$ cat src/rtl/pcpi_mem_arbiter.sv
// Round-robin 2:1 arbiter for the PCPI data-memory bus. Each access is atomic; the request is registered toward the slave.
// Optional MEM_ARB_TIMEOUT_EN: a stalled access is aborted after TIMEOUT_CYCLES and returns 0xDEADBEEF.
module pcpi_mem_arbiter #(
    parameter int ADDR_W         = 32,
    parameter int DATA_W         = 32,
    parameter int TIMEOUT_CYCLES = 64
) (
    input  logic                clk,
    input  logic                resetn,
    input  logic                m0_valid,
    input  logic [ADDR_W-1:0]   m0_addr,
    input  logic [DATA_W-1:0]   m0_wdata,
    input  logic [DATA_W/8-1:0] m0_wstrb,
    output logic                m0_ready,
    output logic [DATA_W-1:0]   m0_rdata,
    input  logic                m1_valid,
    input  logic [ADDR_W-1:0]   m1_addr,
    input  logic [DATA_W-1:0]   m1_wdata,
    input  logic [DATA_W/8-1:0] m1_wstrb,
    output logic                m1_ready,
    output logic [DATA_W-1:0]   m1_rdata,
    output logic                s_valid,
    output logic [ADDR_W-1:0]   s_addr,
    output logic [DATA_W-1:0]   s_wdata,
    output logic [DATA_W/8-1:0] s_wstrb,
    input  logic                s_ready,
    input  logic [DATA_W-1:0]   s_rdata,
    output logic [1:0]          grant,
    output logic                timeout_err
);
    typedef enum logic [1:0] {IDLE = 2'd0, BUSY = 2'd1, RESP = 2'd2} state_t;

    state_t            state, state_nxt;
    logic              last_grant;  // 1 = master 1 owned the previous access
    logic [1:0]        grant_r;
    logic              req_any, pick_m1, abort, done;
    logic [DATA_W-1:0] rsp_data;

    assign req_any  = m0_valid | m1_valid;
    assign pick_m1  = m1_valid & (~m0_valid | ~last_grant);
    assign done     = (state == BUSY) & (s_ready | abort);
    assign rsp_data = abort ? DATA_W'(32'hDEADBEEF) : s_rdata;

`ifdef MEM_ARB_TIMEOUT_EN
    localparam int CNT_W = $clog2(TIMEOUT_CYCLES + 1);
    logic [CNT_W-1:0] to_cnt;
    logic             to_err_r;

    // Counts BUSY cycles; zero in every other state, so it is clear on BUSY entry.
    always_ff @(posedge clk or negedge resetn) begin
        if (!resetn)              to_cnt <= '0;
        else if (state != BUSY)   to_cnt <= '0;
        else                      to_cnt <= to_cnt + 1'b1;
    end

    // s_ready on the final cycle takes precedence over the abort.
    assign abort = (state == BUSY) & ~s_ready & (to_cnt == CNT_W'(TIMEOUT_CYCLES - 1));

    always_ff @(posedge clk or negedge resetn) begin
        if (!resetn) to_err_r <= 1'b0;
        else         to_err_r <= abort;
    end
    assign timeout_err = to_err_r;
`else
    logic unused_timeout;
    assign unused_timeout = ^TIMEOUT_CYCLES;
    assign abort          = 1'b0;
    assign timeout_err    = 1'b0;
`endif

    always_ff @(posedge clk or negedge resetn) begin
        if (!resetn) state <= IDLE;
        else         state <= state_nxt;
    end

    always_comb begin
        state_nxt = state;
        case (state)
            IDLE:    if (req_any) state_nxt = BUSY;
            BUSY:    if (done)    state_nxt = RESP;
            RESP:                 state_nxt = IDLE;
            default:              state_nxt = IDLE;
        endcase
    end

    always_comb begin
        s_valid  = (state == BUSY);
        m0_ready = (state == RESP) & grant_r[0];
        m1_ready = (state == RESP) & grant_r[1];
    end

    assign grant = grant_r;

    always_ff @(posedge clk or negedge resetn) begin
        if (!resetn) begin
            s_addr     <= '0;
            s_wdata    <= '0;
            s_wstrb    <= '0;
            m0_rdata   <= '0;
            m1_rdata   <= '0;
            grant_r    <= 2'b00;
            last_grant <= 1'b1;
        end else begin
            case (state)
                IDLE: if (req_any) begin
                    grant_r    <= pick_m1 ? 2'b10 : 2'b01;
                    last_grant <= pick_m1;
                    s_addr     <= pick_m1 ? m1_addr  : m0_addr;
                    s_wdata    <= pick_m1 ? m1_wdata : m0_wdata;
                    s_wstrb    <= pick_m1 ? m1_wstrb : m0_wstrb;
                end
                BUSY: if (done) begin
                    if (grant_r[1]) m1_rdata <= rsp_data;
                    else            m0_rdata <= rsp_data;
                end
                RESP:    grant_r <= 2'b00;
                default: ;
            endcase
        end
    end
endmodule

$ cat config.mk
export PLATFORM = sky130hd
export DESIGN_NAME = pcpi_mem_arbiter
export DESIGN_NICKNAME = d
export VERILOG_FILES = /design/src/rtl/pcpi_mem_arbiter.sv
export SDC_FILE = /design/constraint.sdc
export NUM_CORES = 1
export LEC_CHECK = 0
export ABC_CLOCK_PERIOD_IN_PS = 1400
export CELL_PAD_IN_SITES_DETAIL_PLACEMENT = 1
export CELL_PAD_IN_SITES_GLOBAL_PLACEMENT = 2
export CORE_AREA = 4 4 191 147
export CTS_CLUSTER_SIZE = 25
export DETAILED_ROUTE_END_ITERATION = 10
export DIE_AREA = 0 0 195 151
export HOLD_SLACK_MARGIN = 0.08
export MAX_ROUTING_LAYER = met4
export PLACE_DENSITY = 0.75
export RECOVER_POWER = 100
export SLEW_MARGIN = 30
export SYNTH_ARGS = -nofsm -noshare
export SYNTH_HDL_FRONTEND = slang
export SYNTH_SLANG_ARGS = --single-unit
$ cat constraint.sdc
create_clock -name clk -period 1.4 [get_ports clk]
set_input_delay 0.35 -clock clk [delete_from_list [all_inputs] [get_ports clk]]
set_output_delay 0.35 -clock clk [all_outputs]
set_load 0.005 [all_outputs]
==> reports/qor.csv, run 1 <==
metric,value,unit
stdcell_area,10000,µm²
design.core.area,26400,µm²
timing.rr.start,state[1],
syn_nets,572,
required,1.71,ns
grt_pass1_wl,32.9,mm
drtIter0Drc,134,
drv_cap,0,
grt_max_degree,42,
ant_nets,0,
ys_seq_area_frac,0.603,
grt_overflow,0,
yosys_register_bits,137,
area_growth,76.5,%
finalSetupTns,-26.90,ns
drt_pass1_iterations,4,
die_h,151,µm
htree_num_levels,4,
vdd_ir_drop_max,0.787,mV
hold_viol,0,
antenna_found_initial,0,
period_needed,1.64,ns
synth_area,5690,µm²
cts_tree,yes,
avgRoutedWirePerCell,20.2,µm
yosys.area_share.simple,0.0132,
reg2regPathDepth,5,
clkSlewWorstSetupHoldPaths,0.06,ns
pin_count,311,
powerDensity,2160,nW/µm²
failed_checks,negative setup slack,
cts.sink_count,137,
synth_top_area_share,0.598,
status,finished with violations,
async_flop_share,1.00,
cp_max_fo,15,
max_slew_margin,0.418,
clockBufferDepth,2,
drc,0,
clkLatencyLatePin,0.42,ns
fin_cells,1137,
die_w,195,µm
synth_top_area_cell,dfrtp_1,
whs_path_depth,1,
wl,23.0,mm
syn_inst,399,
syn_avg_cell_area,14.3,µm²
place.gp.congestion,0.747,
finalSetupViolations,138,
finalWorstSetupSlack,-0.238,ns
min_period_over_period,1.17,
synth_mux_area_frac,0.127,
crit_type,register to register,
synth_xor_area_frac,0,
synth_top_family_by_area,compound AO/OA/AOI/OAI gates,
skew,0.00811,ns
dp_hpwl,15.3,mm
dp_slack,-0.577,ns
rr_endpoint,m0_rdata[2],
yosys.area_share.adder,0,
routed_via_density,4.42,
regToRegSetupSlack,-0.24,ns
synth-edff-count,0,
first_global_vias,5509,
min_to,m1_rdata[16],
initial_core_util,0.215,
diodes,0,
die-area,29400,µm²
yosys_warnings,0,
cp_data_arrival_time,1.94,ns
end_kind,register,
dp_cells,1048,
synthTopCellsByArea,"dfrtp_1 (60%), a221o_1 (12%), mux2_2 (11%)",
synth.distinct_cells,24,
io_buffers,309,
synth_top_flop_cell,dfrtp_1,
start_kind,register,
hold_start,m1_rdata[16],
max_freq,0.611,GHz
num_rows,52,
rsz0062_at_grt,yes,
postPlaceCellArea,9480,µm²
root_buffer,clkbuf_16,
hold_path_class,register to register,
tightest_slew,0.873,ns
synth_most_common_cell,dfrtp_1,
synth_compound_area_frac,0.216,
track_usage,0.151,
finish.net_count,948,
drv_slew,0,
drive_above_1_share,0.277,
p_leak,4.27,nW
power,21.7,mW
via_count,5021,
cts_buffers,17,
yosys-top-cells-count,"dfrtp_1 (136), a221o_1 (68), o21a_1 (68)",
placed cells by master, fill, tap and decap left out, drive strengths merged, types with 2 or more instances in the layout:
| cell | netlist | layout |
|---|---|---|
| nand2 | 2 | 2 |
| o21ai | 2 | 2 |
| clkdlybuf4s50 | 0 | 171 |
| and3 | 2 | 2 |
| clkbuf | 18 | 136 |
| o21a | 68 | 68 |
| a31o | 2 | 2 |
| mux2 | 64 | 64 |
| clkdlybuf4s15 | 0 | 19 |
| nor2 | 4 | 4 |
| inv | 3 | 4 |
| nand2b | 3 | 3 |
| dfrtp | 136 | 136 |
| or2 | 1 | 2 |
| a221o | 68 | 68 |
| buf | 21 | 87 |
| clkinvlp | 0 | 4 |
| clkinv | 0 | 5 |
timing repair:
item / 4_1_cts / 5_1_grt
setup buffers: 35 / 13
resized for setup: 420 / 73
pin swaps: 9 / 22
hold buffers: 1 / 0
endpoints found under the hold margin: 21 / 0
cloned: 4 / 7
setup endpoints to repair: 271 / 213
worst max path at each step:
stage	start	to
6_report	state[1]	m0_rdata[2]
5_1_grt	state[1]	m0_rdata[4]
4_1_cts	state[1]	s_wdata[27]
3_5_place_dp	s_ready	m0_rdata[19]
3_3_place_gp	s_ready	m0_rdata[24]
2_1_floorplan	state[0]	s_addr[11]
metal layers:
metal	up-vias	wire [µm]	GRT usage
li1	2294	-	-
met1	2502	10600	0.197
met2	208	10500	0.225
met3	17	1650	0.0518
met4	0	325	0.0440
met5	-	0	-
flip-flops by register name (all words and copies together) (netlist names):
name / count
last_grant: 1
m1_rdata: 32
s_wdata: 32
grant: 2
s_addr: 32
state: 2
s_wstrb: 4
m0_rdata: 32
worst max-delay path, cell delays in order (launching register included):
cell,delay [ns]
dfrtp_1,0.39
buf_6,0.14
and3b_2,0.27
and2_4,0.22
buf_12,0.18
mux2_4,0.31
cell type report:
| class | instances | area [µm²] |
|---|---|---|
| flip-flops and latches | 137 | 3430 |
| fillers | 2885 | 16400 |
| clock inverters | 11 | 101 |
| multi-input cells | 221 | 2210 |
| repair buffers | 395 | 3410 |
| clock buffers | 19 | 443 |
| inverters | 3 | 11.3 |
| well taps | 351 | 439 |
stage by stage:
step | hold WS, ns | util
floorplan | 0.0544 | -
global placement | 0.253 | 0.359
detailed placement | 0.260 | 0.359
CTS | 0.373 | 0.390
global route | 0.506 | 0.380
finish | 0.504 | 0.380
power by group:
| group | internal, mW | switching [mW] | leakage, nW |
|---|---|---|---|
| clock network | 2.47 | 1.83 | 0.257 |
| registers | 5.95 | 1.10 | 1.66 |
| logic | 6.15 | 4.17 | 2.35 |
cells by family (layout without fill, tap and decap cells):
| family | Yosys count | in the layout |
|---|---|---|
| muxes | 64 | 64 |
| and+or+nand+nor | 14 | 15 |
| other | 1 | 1 |
| AOI/OAI and AO/OA | 141 | 141 |
| DFF | 137 | 137 |
| buffers and inverters | 42 | 428 |
(Power assumes the default switching activity.)
==> inputs of run 2 (changes only) <==
- ABC_CLOCK_PERIOD_IN_PS: 1400 -> 1800
- CORE_AREA: 4 4 191 147 -> 4 4 183 141
- DIE_AREA: 0 0 195 151 -> 0 0 187 145
- PLACE_DENSITY: 0.75 -> 0.78
- clock period: 1.4 -> 1.8 ns (I/O delays scaled with it)
==> run 2 against run 1 <==
Against the previous run: the run now ends clean; count of clock-buffer cells in the layout unchanged; critical path depth down 4; wire length down 4.4%; register-to-register slack better by 0.35 ns; utilization up 3.3 points; via count down 3.3%; non-clock buffer count down 55; cell count down 8.6%; die area down 7.9%; clock power down 20%; largest cell class unchanged; highest routed layer unchanged.
==> reports/qor.csv, run 2 (synthesized netlist as in run 1, its figures left out) <==
metric,value,unit,change
hold_path_class,register to register,,
drv_cap,0,,unchanged
crit_type,register to primary output,,
crit_chain,clkdlybuf4s50_1,,
dp_cells,999,,-4.7%
root_buffer,clkbuf_16,,
power_frac_comb,0.452,,-0.024
pin_count,311,,unchanged
wl,22.0,mm,-4.4%
seqPwrFrac,0.338,,+0.013
p_leak,4.06,nW,-4.9%
htree_num_levels,4,,unchanged
design.core.area,23800,µm²,-9.9%
die_w,187,µm,-4.1%
slowest_delay,0.55,ns,+0.16 ns
dp_slack,-0.285,ns,+0.292 ns
vdd_ir_drop_max,0.614,mV,-22%
track_usage,0.163,,+0.0123
power.switching,5.11,mW,-28%
grt_pass1_wl,33.8,mm,+2.7%
cp_data_arrival_time,1.31,ns,-0.63 ns
die_h,145,µm,-4.0%
drtIter0Drc,171,,+28%
max_slew_margin,0.258,,-0.160
grt_overflow,0,,unchanged
status,finished clean,,
drv_slew,0,,unchanged
dp_hpwl,16.3,mm,+6.2%
drt_pass1_iterations,4,,unchanged
finalSetupViolations,0,,-100%
skew,0.0137,ns,+0.00557 ns
max_freq,0.569,GHz,
cp_top_family,buffers and inverters,,
clockBufferDepth,2,,unchanged
swShare,0.313,,-0.0141
final_cell_mix,"clkdlybuf4s50_1 (237), dfrtp_1 (136), o21a_1 (68), a221o_1 (68), mux2_2 (56)",,
whs,0.495,ns,-0.00837 ns
routed_via_density,4.67,,+5.8%
power_frac_clock,0.209,,+0.011
initial_core_util,0.239,,+0.0238
finalWorstSetupSlack,0.0419,ns,+0.280 ns
end_kind,primary output,,
io_buffers,309,,unchanged
path_buf_inv,1,,-1
cts_buffers,17,,unchanged
slowest_stage,clkdlybuf4s50_1,,
via_count,4855,,-3.3%
required,1.35,ns,-0.36 ns
drc,0,,unchanged
start_kind,register,,
clkLatencyLatePin,0.42,ns,about the same
mostFrequentLayoutCell,clkdlybuf4s50_1,,
finish.net_count,892,,-5.9%
period_needed,1.76,ns,
place.gp.congestion,0.840,,+12%
min_period_over_period,0.977,,
cts.sink_count,137,,unchanged
grt_max_degree,69,,+64%
rsz0062_at_grt,no,,
finalSetupTns,0,ns,+26.90 ns
fin_cells,1039,,-8.6%
powerDensity,1660,nW/µm²,-23%
area_growth,72.7,%,
num_rows,49,,-5.8%
die-area,27100,µm²,-7.9%
cp_max_fo,2,,-13
clkSlewWorstSetupHoldPaths,0.06,ns,about the same
first_global_vias,5516,,+0.13%
avgRoutedWirePerCell,21.2,µm,+4.7%
antenna_found_initial,1,,+1
p_int,11.2,mW,-23%
drive_above_1_share,0.178,,-0.0998
tightest_slew,1.11,ns,+0.241 ns
cts_tree,yes,,
hold_viol,0,,unchanged
ant_nets,0,,unchanged
==> run 2: changes by cell type in the layout (fill, tap and decap cells not counted), sizes merged <==
cell / delta
buf: -60
clkbuf: -110
clkdlybuf4s15: -19
clkdlybuf4s25: +51
clkdlybuf4s50: +66
clkinv: -2
clkinvlp: +1
diode: +1
dlygate4sd2: +17
inv: +3
or2: -1
==> run 2: layer usage <==
layer	global-route usage	up-vias	wire length, µm
met2	0.258	199	10600
li1	-	2182	-
met5	-	-	0
met3	0.0675	15	1850
met4	0.0395	0	170
met1	0.196	2459	9350
==> run 2: worst paths after layout <==
path	slack, ns	end	from	cells past startpoint
worst max-delay path	0.04	s_wdata[1]	s_wdata[1]	1
worst min-delay path	0.50	m0_rdata[26]	m0_rdata[26]	1
worst max register to register	0.11	m1_rdata[28]	state[0]	5
max in group asynchronous	0.19	s_wdata[20]	resetn	3
min in group asynchronous	0.78	s_addr[25]	resetn	2
worst min register to register	0.50	m0_rdata[26]	m0_rdata[26]	1
==> run 2: stage by stage <==
step / cell area [µm²] / utilization / power (mW)
floorplan: 5690 / - / 8.56
global placement: 9260 / 0.389 / 13.0
detailed placement: 9260 / 0.389 / 13.3
CTS: 9840 / 0.413 / 16.7
global route: 9830 / 0.413 / 17.4
finish: 9830 / 0.413 / 16.3
==> run 2: what timing repair did <==
action | 4_1_cts | 5_1_grt
setup endpoints to repair | 20 | 58
hold buffers | 1 | 0
buffers inserted | 1 | 4
gates cloned | 0 | 1
endpoints found under the hold margin | 34 | 0
resized for setup | 27 | 55
==> run 2: power groups by stage <==
stage               combinational (mW)  sequential, mW  clock [mW]
floorplan                         3.01            5.54           0
global placement                  7.53            5.49           0
detailed placement                7.72            5.59           0
CTS                               7.66            5.54        3.54
global route                      7.96            5.71        3.71
finish                            7.38            5.52        3.42
==> run 2: area by class of cell <==
cell class | count | area (µm²)
Clock buffer | 19 | 453
Inverter | 3 | 11.3
Multi-Input combinational cell | 220 | 2050
Clock inverter | 13 | 118
Antenna cell | 1 | 2.50
Fill cell | 2504 | 14000
Timing Repair Buffer | 340 | 3370
Tap cell | 306 | 383
Sequential cell | 137 | 3430
==> inputs of run 3 (changes only) <==
- CORE_AREA: 4 4 183 141 -> 4 4 159 161
- DIE_AREA: 0 0 187 145 -> 0 0 163 165
==> run 3 against run 2 <==
Against the previous run: via count decreased by 1.2%; sequential cell count unchanged; setup slack improved by 0.014 ns; clock skew decreased by 0.0048 ns; highest routed layer unchanged.
==> reports/qor.csv, run 3 (synthesized netlist as in run 1, its figures left out) <==
metric,value,unit,change
n_fill_cell,2524,,+0.80%
powerDensity,1660,nW/µm²,-0.24%
end_kind,primary output,,
antenna_found_initial,0,,-1
stdcell_area,9820,µm²,about the same
clkLatencyLatePin,0.42,ns,about the same
swShare,0.308,,-0.00486
rr_endpoint,s_addr[6],,
skew,0.00892,ns,-0.00476 ns
power.switching,5.02,mW,-1.8%
cp_data_arrival_time,1.29,ns,-0.02 ns
area_growth,72.6,%,about the same
period_needed,1.74,ns,-0.0138 ns
num_rows,57,,+16%
track_usage,0.153,,-0.0101
status,finished clean,,
drtIter0Drc,143,,-16%
wl,20.3,mm,-7.9%
die-area,26900,µm²,-0.81%
mostFrequentLayoutCell,clkdlybuf4s50_1,,
crit_chain,clkdlybuf4s50_1,,
clkSlewWorstSetupHoldPaths,0.07,ns,about the same
finalSetupViolations,0,,unchanged
finalWorstSetupSlack,0.0557,ns,+0.0138 ns
reg2regPathDepth,5,,unchanged
vdd_ir_drop_max,0.565,mV,-8.0%
p_int,11.3,mW,+0.42%
dp_hpwl,15.0,mm,-7.9%
cts.sink_count,137,,unchanged
routed_via_density,4.57,,-2.3%
tightest_slew,0.656,ns,-0.458 ns
min_to,m0_rdata[30],,
max_freq,0.573,GHz,+0.79%
final_cell_mix,"clkdlybuf4s50_1 (261), dfrtp_1 (135), o21a_1 (68), a221o_1 (68), mux2_2 (55)",,
initial_core_util,0.237,,-0.00175
regToRegSetupSlack,0.07,ns,-0.04 ns
place.gp.congestion,0.786,,-6.5%
avgRoutedWirePerCell,19.3,µm,-8.9%
required,1.35,ns,about the same
hold_viol,0,,unchanged
diodes,0,,-1
power_frac_comb,0.449,,-0.003
cts_tree,yes,,
ant_nets,0,,unchanged
grt_overflow,0,,unchanged
timing.rr.start,state[0],,
first_global_vias,5463,,-0.96%
design.core.area,24000,µm²,+0.74%
slowest_stage,clkdlybuf4s50_1,,
dp_slack,-0.262,ns,+0.0225 ns
root_buffer,clkbuf_16,,
slowest_delay,0.53,ns,-0.02 ns
via_count,4798,,-1.2%
power_frac_clock,0.214,,+0.005
drc,0,,unchanged
max_slew_margin,0.563,,+0.305
die_w,163,µm,-13%
io_buffers,309,,unchanged
drv_slew,0,,unchanged
clockBufferDepth,2,,unchanged
postPlaceCellArea,9250,µm²,-0.14%
hold_path_class,register to register,,
htree_num_levels,4,,unchanged
rsz0062_at_grt,no,,
seqPwrFrac,0.337,,about the same
crit_type,register to primary output,,
die_h,165,µm,+14%
start_kind,register,,
drv_cap,0,,unchanged
cts_buffers,17,,unchanged
final-seq-area,3430,µm²,about the same
finish.net_count,887,,-0.56%
min_period_over_period,0.969,,-0.00765
grt_max_degree,60,,-13%
pin_count,311,,unchanged
cp_top_family,buffers and inverters,,
cp_max_fo,2,,unchanged
whs_path_depth,1,,unchanged
drive_above_1_share,0.169,,-0.00841
grt_pass1_wl,31.1,mm,-8.1%
hold_start,m0_rdata[30],,
p_leak,4.01,nW,-1.3%
drt_pass1_iterations,4,,unchanged
path_buf_inv,1,,unchanged
multiInputGateArea,2050,µm²,-0.12%
==> run 3: timing repair <==
action                                  CTS  global route
buffers inserted                          1             3
endpoints found under the setup margin    6            47
hold buffers                              1             0
hold endpoints to repair                 22             0
gates resized for setup                  11            46
==> run 3: how the worst max path moves through the flow <==
stage                      start      endpoint  slack (ns)  depth (start not counted)
floorplan               state[1]    s_addr[11]        0.28                          6
global placement         s_ready  m0_rdata[10]       -0.22                          5
detailed placement       s_ready  m0_rdata[15]       -0.26                          5
CTS                 m1_rdata[17]  m1_rdata[17]       0.001                          1
global route        m1_rdata[25]  m1_rdata[25]      0.0002                          1
finish                s_addr[25]    s_addr[25]        0.06                          1
==> run 3: stage by stage <==
stage	instances	util	TNS (ns)	power (mW)	hold WS [ns]
CTS	1048	0.411	0	16.8	0.443
floorplan	399	-	0	8.56	0.154
global placement	1014	0.386	-17.72	12.9	0.326
detailed placement	1014	0.386	-21.96	13.2	0.331
global route	1051	0.410	0	17.4	0.514
finish	1051	0.410	0	16.3	0.490
==> run 3: power groups by stage <==
stage / logic (mW) / clock network, mW / registers [mW]
2_1_floorplan: 3.01 / 0 / 5.54
3_3_place_gp: 7.42 / 0 / 5.45
3_5_place_dp: 7.61 / 0 / 5.54
4_1_cts: 7.62 / 3.61 / 5.51
5_1_grt: 7.90 / 3.77 / 5.70
6_report: 7.30 / 3.48 / 5.49
==> run 3: area by class of cell <==
class / instances / share of cell area
clock buffers: 17 / 0.0433
clock inverters: 15 / 0.0166
inverters: 3 / 0.00115
multi-input cells: 220 / 0.209
flip-flops and latches: 137 / 0.349
well taps: 324 / 0.0413
repair buffers: 335 / 0.339
==> run 3: per-layer routing <==
metal | track usage | part of all wire
met5 | - | 0
met4 | 0.0549 | 0.019
met3 | 0.0479 | 0.080
met2 | 0.244 | 0.48
met1 | 0.185 | 0.42
